### src/rtl/grdmac_mem_burst.sv
// Burst initiator between the GRDMAC channel engine and the scratch SRAM wrapper.
// Latency: writes go to the SRAM in the same cycle as the wr handshake; reads issue one
//          cycle after the command and reach rd_valid two cycles after the issue.
// Backpressure: wr_ready_o is high for the whole write burst. Read issue is throttled so
//               that buffered plus in-flight words never exceed the 2-entry skid FIFO.
//
// Ports:
//   clk_i, rstn_i         clock, asynchronous active-low reset
//   cmd_*                 valid/ready command: write direction, start address, length-1
//   wr_*                  valid/ready write-data stream into the SRAM
//   rd_*                  valid/ready read-data stream out of the SRAM, rd_last_o marks the last word
//   busy_o, done_o        burst in progress / one-cycle completion pulse
//   mem_*                 wrapper pins (address, datain, byte enable, byte write, dataout)
module grdmac_mem_burst #(
    parameter int ADDR_WIDTH = 8,
    parameter int DATA_WIDTH = 32
) (
    input  logic                  clk_i,
    input  logic                  rstn_i,
    input  logic                  cmd_valid_i,
    output logic                  cmd_ready_o,
    input  logic                  cmd_write_i,
    input  logic [ADDR_WIDTH-1:0] cmd_addr_i,
    input  logic [ADDR_WIDTH-1:0] cmd_len_i,
    input  logic                  wr_valid_i,
    output logic                  wr_ready_o,
    input  logic [DATA_WIDTH-1:0] wr_data_i,
    output logic                  rd_valid_o,
    input  logic                  rd_ready_i,
    output logic [DATA_WIDTH-1:0] rd_data_o,
    output logic                  rd_last_o,
    output logic                  busy_o,
    output logic                  done_o,
    output logic [ADDR_WIDTH-1:0] mem_address_o,
    output logic [DATA_WIDTH-1:0] mem_datain_o,
    output logic [3:0]            mem_enable_o,
    output logic [3:0]            mem_write_o,
    input  logic [DATA_WIDTH-1:0] mem_dataout_i
);

    localparam int CW = ADDR_WIDTH + 1;

    typedef enum logic [1:0] {
        S_IDLE  = 2'd0,
        S_WRITE = 2'd1,
        S_READ  = 2'd2
    } state_t;

    state_t                state_q, state_d;
    logic [ADDR_WIDTH-1:0] ptr_q, ptr_d;
    // Words still to be written (WRITE) or popped (READ), minus one.
    logic [ADDR_WIDTH-1:0] rem_q, rem_d;
    // Read accesses not yet issued to the SRAM; needs one extra bit for a full 2**AW burst.
    logic [CW-1:0]         iss_q, iss_d;
    logic                  inflight_q, inflight_d;
    logic [1:0]            buf_cnt_q, buf_cnt_d;
    logic [DATA_WIDTH-1:0] head_q, head_d;
    logic [DATA_WIDTH-1:0] tail_q, tail_d;
    logic                  done_q, done_d;

    logic       wr_fire;
    logic       rd_issue;
    logic       pop;
    logic [2:0] occ;

    assign wr_fire = (state_q == S_WRITE) && wr_valid_i;
    assign pop     = (state_q == S_READ) && (buf_cnt_q != 2'd0) && rd_ready_i;
    assign occ     = {1'b0, buf_cnt_q} + {2'b00, inflight_q};
    // Issue only if the word can still land in the FIFO: (occ - pop) < 2.
    assign rd_issue = (state_q == S_READ) && (iss_q != '0) &&
                      (occ < (3'd2 + {2'b00, pop}));

    assign cmd_ready_o   = (state_q == S_IDLE);
    assign wr_ready_o    = (state_q == S_WRITE);
    assign rd_valid_o    = (buf_cnt_q != 2'd0);
    assign rd_data_o     = head_q;
    assign rd_last_o     = (buf_cnt_q != 2'd0) && (rem_q == '0);
    assign busy_o        = (state_q != S_IDLE);
    assign done_o        = done_q;
    // Driven straight from state_q, so reset forces the enables low without waiting for a clock.
    assign mem_enable_o  = (wr_fire || rd_issue) ? 4'hF : 4'h0;
    assign mem_write_o   = wr_fire ? 4'hF : 4'h0;
    assign mem_address_o = (state_q != S_IDLE) ? ptr_q : '0;
    assign mem_datain_o  = wr_fire ? wr_data_i : '0;

    always_comb begin
        state_d    = state_q;
        ptr_d      = ptr_q;
        rem_d      = rem_q;
        iss_d      = iss_q;
        inflight_d = rd_issue;
        buf_cnt_d  = buf_cnt_q;
        head_d     = head_q;
        tail_d     = tail_q;
        done_d     = 1'b0;

        case (state_q)
            S_IDLE: begin
                if (cmd_valid_i) begin
                    ptr_d = cmd_addr_i;
                    rem_d = cmd_len_i;
                    if (cmd_write_i) begin
                        state_d = S_WRITE;
                    end else begin
                        state_d = S_READ;
                        iss_d   = {1'b0, cmd_len_i} + CW'(1);
                    end
                end
            end
            S_WRITE: begin
                if (wr_valid_i) begin
                    ptr_d = ptr_q + ADDR_WIDTH'(1);
                    rem_d = rem_q - ADDR_WIDTH'(1);
                    if (rem_q == '0) begin
                        state_d = S_IDLE;
                        done_d  = 1'b1;
                    end
                end
            end
            S_READ: begin
                if (rd_issue) begin
                    ptr_d = ptr_q + ADDR_WIDTH'(1);
                    iss_d = iss_q - CW'(1);
                end
                if (pop) begin
                    rem_d = rem_q - ADDR_WIDTH'(1);
                    if (rem_q == '0) begin
                        state_d = S_IDLE;
                        done_d  = 1'b1;
                    end
                end
            end
            default: state_d = S_IDLE;
        endcase

        // Two-entry FIFO; push is the SRAM word for last cycle's issue.
        // The head is zeroed when the FIFO drains so rd_data_o idles at 0.
        case (buf_cnt_q)
            2'd0: begin
                if (inflight_q) begin
                    head_d    = mem_dataout_i;
                    buf_cnt_d = 2'd1;
                end
            end
            2'd1: begin
                if (pop && inflight_q) begin
                    head_d = mem_dataout_i;
                end else if (pop) begin
                    head_d    = '0;
                    buf_cnt_d = 2'd0;
                end else if (inflight_q) begin
                    tail_d    = mem_dataout_i;
                    buf_cnt_d = 2'd2;
                end
            end
            2'd2: begin
                // The issue throttle guarantees no push here unless a pop frees a slot.
                if (pop) begin
                    head_d = tail_q;
                    if (inflight_q) begin
                        tail_d = mem_dataout_i;
                    end else begin
                        tail_d    = '0;
                        buf_cnt_d = 2'd1;
                    end
                end
            end
            default: buf_cnt_d = 2'd0;
        endcase
    end

    always_ff @(posedge clk_i or negedge rstn_i) begin
        if (!rstn_i) begin
            state_q    <= S_IDLE;
            ptr_q      <= '0;
            rem_q      <= '0;
            iss_q      <= '0;
            inflight_q <= 1'b0;
            buf_cnt_q  <= 2'd0;
            head_q     <= '0;
            tail_q     <= '0;
            done_q     <= 1'b0;
        end else begin
            state_q    <= state_d;
            ptr_q      <= ptr_d;
            rem_q      <= rem_d;
            iss_q      <= iss_d;
            inflight_q <= inflight_d;
            buf_cnt_q  <= buf_cnt_d;
            head_q     <= head_d;
            tail_q     <= tail_d;
            done_q     <= done_d;
        end
    end

endmodule

### config.mk
export PLATFORM = sky130hd
export DESIGN_NAME = grdmac_mem_burst
export DESIGN_NICKNAME = d
export VERILOG_FILES = /design/src/rtl/grdmac_mem_burst.sv
export SDC_FILE = /design/constraint.sdc
export NUM_CORES = 1
export LEC_CHECK = 0
export ABC_AREA = 1
export ABC_CLOCK_PERIOD_IN_PS = 2200
export BUFFER_PORTS_ARGS = -buffer_cell sky130_fd_sc_hd__buf_4
export CELL_PAD_IN_SITES_DETAIL_PLACEMENT = 1
export CELL_PAD_IN_SITES_GLOBAL_PLACEMENT = 2
export CORE_UTILIZATION = 28
export DETAILED_ROUTE_END_ITERATION = 6
export PLACE_DENSITY_LB_ADDON = 0.1
export SLEW_MARGIN = 15
export SYNTH_ARGS = -nofsm -noshare
export SYNTH_HDL_FRONTEND = slang
export SYNTH_SLANG_ARGS = --single-unit
### constraint.sdc
create_clock -name clk_i -period 2.2 [get_ports clk_i]
set_input_delay 0.11 -clock clk_i [delete_from_list [all_inputs] [get_ports clk_i]]
set_output_delay 0.11 -clock clk_i [all_outputs]
set_load 0.05 [all_outputs]
==> results of run 1 <==
cell type report:
type	instances	area share (%)
Multi-Input combinational cell	503	32.9
Sequential cell	95	31.7
Timing Repair Buffer	202	21.3
Inverter	116	5.90
Tap cell	234	3.90
Clock buffer	9	3.00
Clock inverter	7	1.30
synth_stat cells:
master	count	area, um2
nand3_1	73	365
nor3_1	2	10.0
buf_2	6	30.0
or2_2	3	18.8
nor3b_1	1	7.51
o21ai_4	1	16.3
nand3b_1	1	7.51
xnor2_1	2	17.5
nand2_2	3	18.8
nand3_2	1	10.0
o211ai_1	1	7.51
o21ai_2	1	8.76
clkbuf_1	25	93.8
buf_4	7	52.6
a21oi_2	1	8.76
dfrtp_1	95	2380
xor2_1	4	35.0
nor2_1	98	368
o21ai_1	12	60.1
o21ai_0	88	440
a21oi_1	39	195
ha_1	15	188
o22ai_1	2	12.5
nor2_2	2	12.5
nand4_1	3	18.8
inv_1	115	432
clkinv_1	1	3.75
buf_6	1	11.3
nand2_1	150	563
power breakdown:
group          total [mW]  switching (mW)  leakage, nW  internal, mW
Combinational        7.03            4.80         2.54          2.22
Sequential           3.05           0.490         1.20          2.56
Clock                1.73           0.803        0.159         0.923
worst max-delay path, delay by kind of cell (launching register included):
| family | cells | cell delay [ns] |
|---|---|---|
| adder cells (fa/ha/maj) | 1 | 0.25 |
| buffers and inverters | 3 | 0.61 |
| flip-flops | 1 | 0.45 |
| AND/OR/NAND/NOR | 2 | 0.31 |
metrics by stage:
stage                     TNS [ns]  cells  total power, mW  instance area (um2)
after global routing       -0.0166   1166             12.8                 7500
after CTS                        0   1164             11.8                 7430
final                            0   1166             11.8                 7500
after floorplan             -0.216    753             7.80                 5410
after detailed placement         0   1136             9.98                 6960
after global placement           0   1136             9.75                 6960
path summary, 6_finish.rpt:
kind                                   start          endpoint  slack [ns]  depth (start not counted)
setup / recovery                  state_q[1]  mem_datain_o[10]        0.10                          6
hold / removal             mem_dataout_i[31]        tail_q[31]        0.01                          3
setup reg to reg                buf_cnt_q[0]     rd_data_o[19]        0.25                          9
hold reg to reg                     iss_q[1]          iss_q[1]        0.49                          2
max in group asynchronous             rstn_i        tail_q[30]        1.21                          3
min in group asynchronous             rstn_i     rd_data_o[10]        0.25                          2
timing repair:
action                     4_1_cts  5_1_grt
buffers inserted                 2        2
setup endpoints to repair        4       10
hold buffers                    10        0
pin swaps                        2        3
hold endpoints to repair        42        0
gates resized for setup          9       13
sequential cells by signal, indices dropped and copies added, names as in the netlist:
register	flops
inflight_q	1
state_q	2
ptr_q	8
rem_q	8
buf_cnt_q	2
done_o	1
iss_q	9
rd_data_o	32
tail_q	32
cell usage in the layout (no fill, tap or decap), types with 2 or more instances in the layout:
cell type,netlist,layout
o21ai_0,88,88
xnor2_1,2,2
o21ai_1,12,12
dfrtp_1,95,95
nand2_1,150,149
buf_4,7,185
nand3_1,73,73
clkinvlp_4,0,2
xor2_1,4,4
ha_1,15,11
dlygate4sd3_1,0,10
nand4_1,3,3
buf_12,0,2
inv_2,0,2
nor2_1,98,98
inv_1,115,112
nand2_2,3,4
ha_4,0,3
or2_2,3,2
inv_8,0,3
buf_8,0,4
a21oi_1,39,39
clkbuf_16,0,9
metal layers:
layer / track usage [%] / part of all wire [%]
met5: 0 / 0
met4: 5.15 / 1.5
met3: 3.13 / 3.1
met2: 33.6 / 52
met1: 21.9 / 44
cell families (layout without fill, tap and decap cells):
family | after synthesis | count (layout) | synth area share [%]
DFF | 95 | 95 | 44.1
adders and majority gates | 15 | 15 | 3.48
buffers and inverters | 155 | 334 | 11.6
xor gates and xnor gates | 6 | 6 | 0.975
and+or+nand+nor | 337 | 337 | 26.0
AOI/OAI and AO/OA | 145 | 145 | 13.9
==> run metrics, run 1 <==
gr usage total 18.4%; CTS Sinks 95; dpl hpwl 13000 um; IO Pins 172; via count 5465; Die Footprint 19800 um2; run status finished clean; number of fill cells in the layout 2331; syn_area_per_cell 7.16 um2; die height 141 um; Tmin final 2.10 ns; register area share after synthesis 44.1%; clk root buf clkbuf_16; worst path cell trace inv_1 > ha_1 > nand2_1 > buf_4 > nor2_1 > buf_4; Post-Place Setup Slack 0.146 ns; #FFs+latches synth 95; Slowest cell on crit path dfrtp_1; cell mode on critical path buf_4; fin crit share 95.4%; Worst EP arrival 1.99 ns; die width 141 um; PortBufs 171; final setup violation count 0; CTS tree built; first-pass iteration count of the detailed router 4; Worst Hold Class in2reg; clock latency on the worst-skew pair 0.36 ns; # rows 50; worst endpoint required time 2.09 ns; Slew @ Worst Pin 0.733 ns; power per cell area 1570 nW/um2; WL/cell 15.1 um; crit path capture type primary output; final hold vios 0; Worst-path clk slew 0.07 ns; global-route wire length before repair 28800 um; diode count 0; Iter 0 DRT Violations 153; antenna viol nets, final 0; final hold slack 0.0104 ns; Inserted Clock Buffers 9; crit-path max FO 32; flip-flop and latch area 2380 um2; Placer Congestion 0.819; Mapped Nets 854; Gate Count Post-Synth 753; Area Overhead vs Synth 39.2%; slew margin rel. 51.1%; Max IR drop VDD 0.765 mV; Fmax 0.476 GHz; post-DR vias/cell 4.69; largest net degree at the start of global routing 63; number of remaining DRC errors 0; H-tree levels 3; Netlist Area Pre-Place 5390 um2; Ys Warns 0; fin. max-slew vios 0; element type at the critical path start flop; GRT Residual Overflow 0; antenna violations before repair 0; clock buffer depth 2; vias in the first global route 5793; Initial Utilization 28.7%; Routed WL 17600 um; Crit path largest cell delay 0.45 ns; Core Footprint 18800 um2; Layout Skew 0.00980 ns; RSZ-0062 raised after global routing yes; Leak 3.90 nW; multi-input logic area 2460 um2; Finished Core Util 40.0%; Nets 1028; Max Cap Viol 0; WS Path Type reg2out; share of layout cells above drive strength 1 24.8%; Final WS setup 0.101 ns; distinct cell type count after synthesis 29
Power figures use the tool's default switching activity.
==> inputs of run 2 (changes only) <==
BUFFER_PORTS_ARGS = -buffer_cell sky130_fd_sc_hd__buf_2   (was -buffer_cell sky130_fd_sc_hd__buf_4)
PLACE_DENSITY = 0.83   (was unset)
PLACE_DENSITY_LB_ADDON = unset   (was 0.1)
==> run 2 against run 1 <==
  * Sequential power shrank 1%
  * Sequential cell count is the same
  * Final area shrank 7.0%
  * Largest power group unchanged
==> run metrics, run 2 (same netlist as run 1, synthesis figures left out) <==
run status finished clean; Max Cap Viol 0; power per cell area 1610 nW/um2; WL/cell 13.9 um; Iter 0 DRT Violations 169; clock latency on the worst-skew pair 0.35 ns; Worst-path clk slew 0.07 ns; IO Pins 172; Layout Cells excl Fill 1159; Finished Core Util 37.2%; number of fill cells in the layout 2396; fin crit share 94.3%; Leak 3.78 nW; clock buffer depth 2; Worst Hold Class in2reg; Max IR drop VDD 0.815 mV; WS Path Type reg2out; vias in the first global route 5341; Inserted Clock Buffers 9; Worst EP arrival 1.97 ns; Tmin final 2.08 ns; Slew @ Worst Pin 0.671 ns; die height 141 um; CTS Sinks 95; GRT Residual Overflow 0; Nets 1021; antenna viol nets, final 0; diode count 0; final hold slack 0.0168 ns; CTS tree built; clk root buf clkbuf_16; crit-path max FO 32; share of layout cells above drive strength 1 24.6%; Routed WL 16100 um; Die Footprint 19800 um2; # rows 50; antenna violations before repair 0; final setup violation count 0; gr usage total 16.8%; Area Overhead vs Synth 29.5%; dpl cells 1135; first-pass iteration count of the detailed router 4; final hold vios 0; post-DR vias/cell 4.63; Placer Congestion 0.803; most frequent cells in the layout buf_2 (166), nand2_1 (150), inv_1 (111), nor2_1 (98), dfrtp_1 (95); Post-Place Setup Slack 0.179 ns; die width 141 um; Layout Skew 0.00969 ns; slew margin rel. 55.2%; Fmax 0.482 GHz; element type at the critical path start flop; H-tree levels 3; global-route wire length before repair 26600 um; fin. max-slew vios 0; number of remaining DRC errors 0; crit path capture type primary output; commonest non-fill, non-tap cell in the layout buf_2; Final WS setup 0.124 ns; Core Footprint 18800 um2; Initial Utilization 28.7%; PortBufs 171; worst endpoint required time 2.09 ns; largest net degree at the start of global routing 65; via count 5367; dpl hpwl 11600 um
run 2: routing by layer:
| metal | up-vias | GRT usage, % | wire length [um] |
|---|---|---|---|
| met2 | 90 | 29.0 | 7930 |
| li1 | 2706 | - | - |
| met3 | 7 | 3.87 | 502 |
| met1 | 2564 | 21.4 | 7510 |
| met5 | - | 0 | 0 |
| met4 | 0 | 2.97 | 114 |
run 2: final timing paths:
| path | from | to | slack [ns] | cells past startpoint |
|---|---|---|---|---|
| min in group asynchronous | rstn_i | tail_q[4] | 0.28 | 2 |
| setup reg to reg | buf_cnt_q[0] | rd_data_o[13] | 0.30 | 9 |
| max in group asynchronous | rstn_i | rd_data_o[28] | 1.22 | 3 |
| hold reg to reg | rd_data_o[12] | rd_data_o[12] | 0.48 | 2 |
| hold / removal | mem_dataout_i[5] | tail_q[5] | 0.02 | 3 |
| setup / recovery | state_q[1] | mem_datain_o[30] | 0.12 | 6 |
run 2: worst max-delay path, cell delays in order (launching register included):
cell,delay [ns]
dfrtp_1,0.41
inv_1,0.12
ha_1,0.28
nand2_1,0.14
buf_4,0.25
nor2_1,0.14
buf_2,0.28
run 2: power by group:
part | leakage (nW) | total, mW | switching [mW] | internal [mW]
Combinational | 2.44 | 6.67 | 4.69 | 1.98
Sequential | 1.20 | 3.01 | 0.457 | 2.56
Clock | 0.141 | 1.55 | 0.758 | 0.794
run 2: per-stage QoR:
stage	setup TNS [ns]	power (mW)	area, um2
2_1_floorplan	-0.216	7.80	5410
3_3_place_gp	0	9.51	6580
3_5_place_dp	0	9.65	6580
4_1_cts	-0.0253	11.3	6930
5_1_grt	-0.0101	12.2	6980
6_report	0	11.2	6980
run 2: cell type report:
cell class | instances | area [um2] | area share, %
multi-input cells | 503 | 2430 | 34.9
flip-flops and latches | 95 | 2380 | 34.1
repair buffers | 195 | 1150 | 16.4
inverters | 116 | 439 | 6.29
well taps | 234 | 293 | 4.20
clock buffers | 9 | 225 | 3.23
clock inverters | 7 | 66.3 | 0.950
run 2: timing repair:
action,in CTS,in global routing
cloned,0,0
gates resized for setup,8,7
endpoints found under the setup margin,4,4
buffers inserted,1,4
hold endpoints to repair,39,0
pin swaps,0,1
hold buffers,3,0
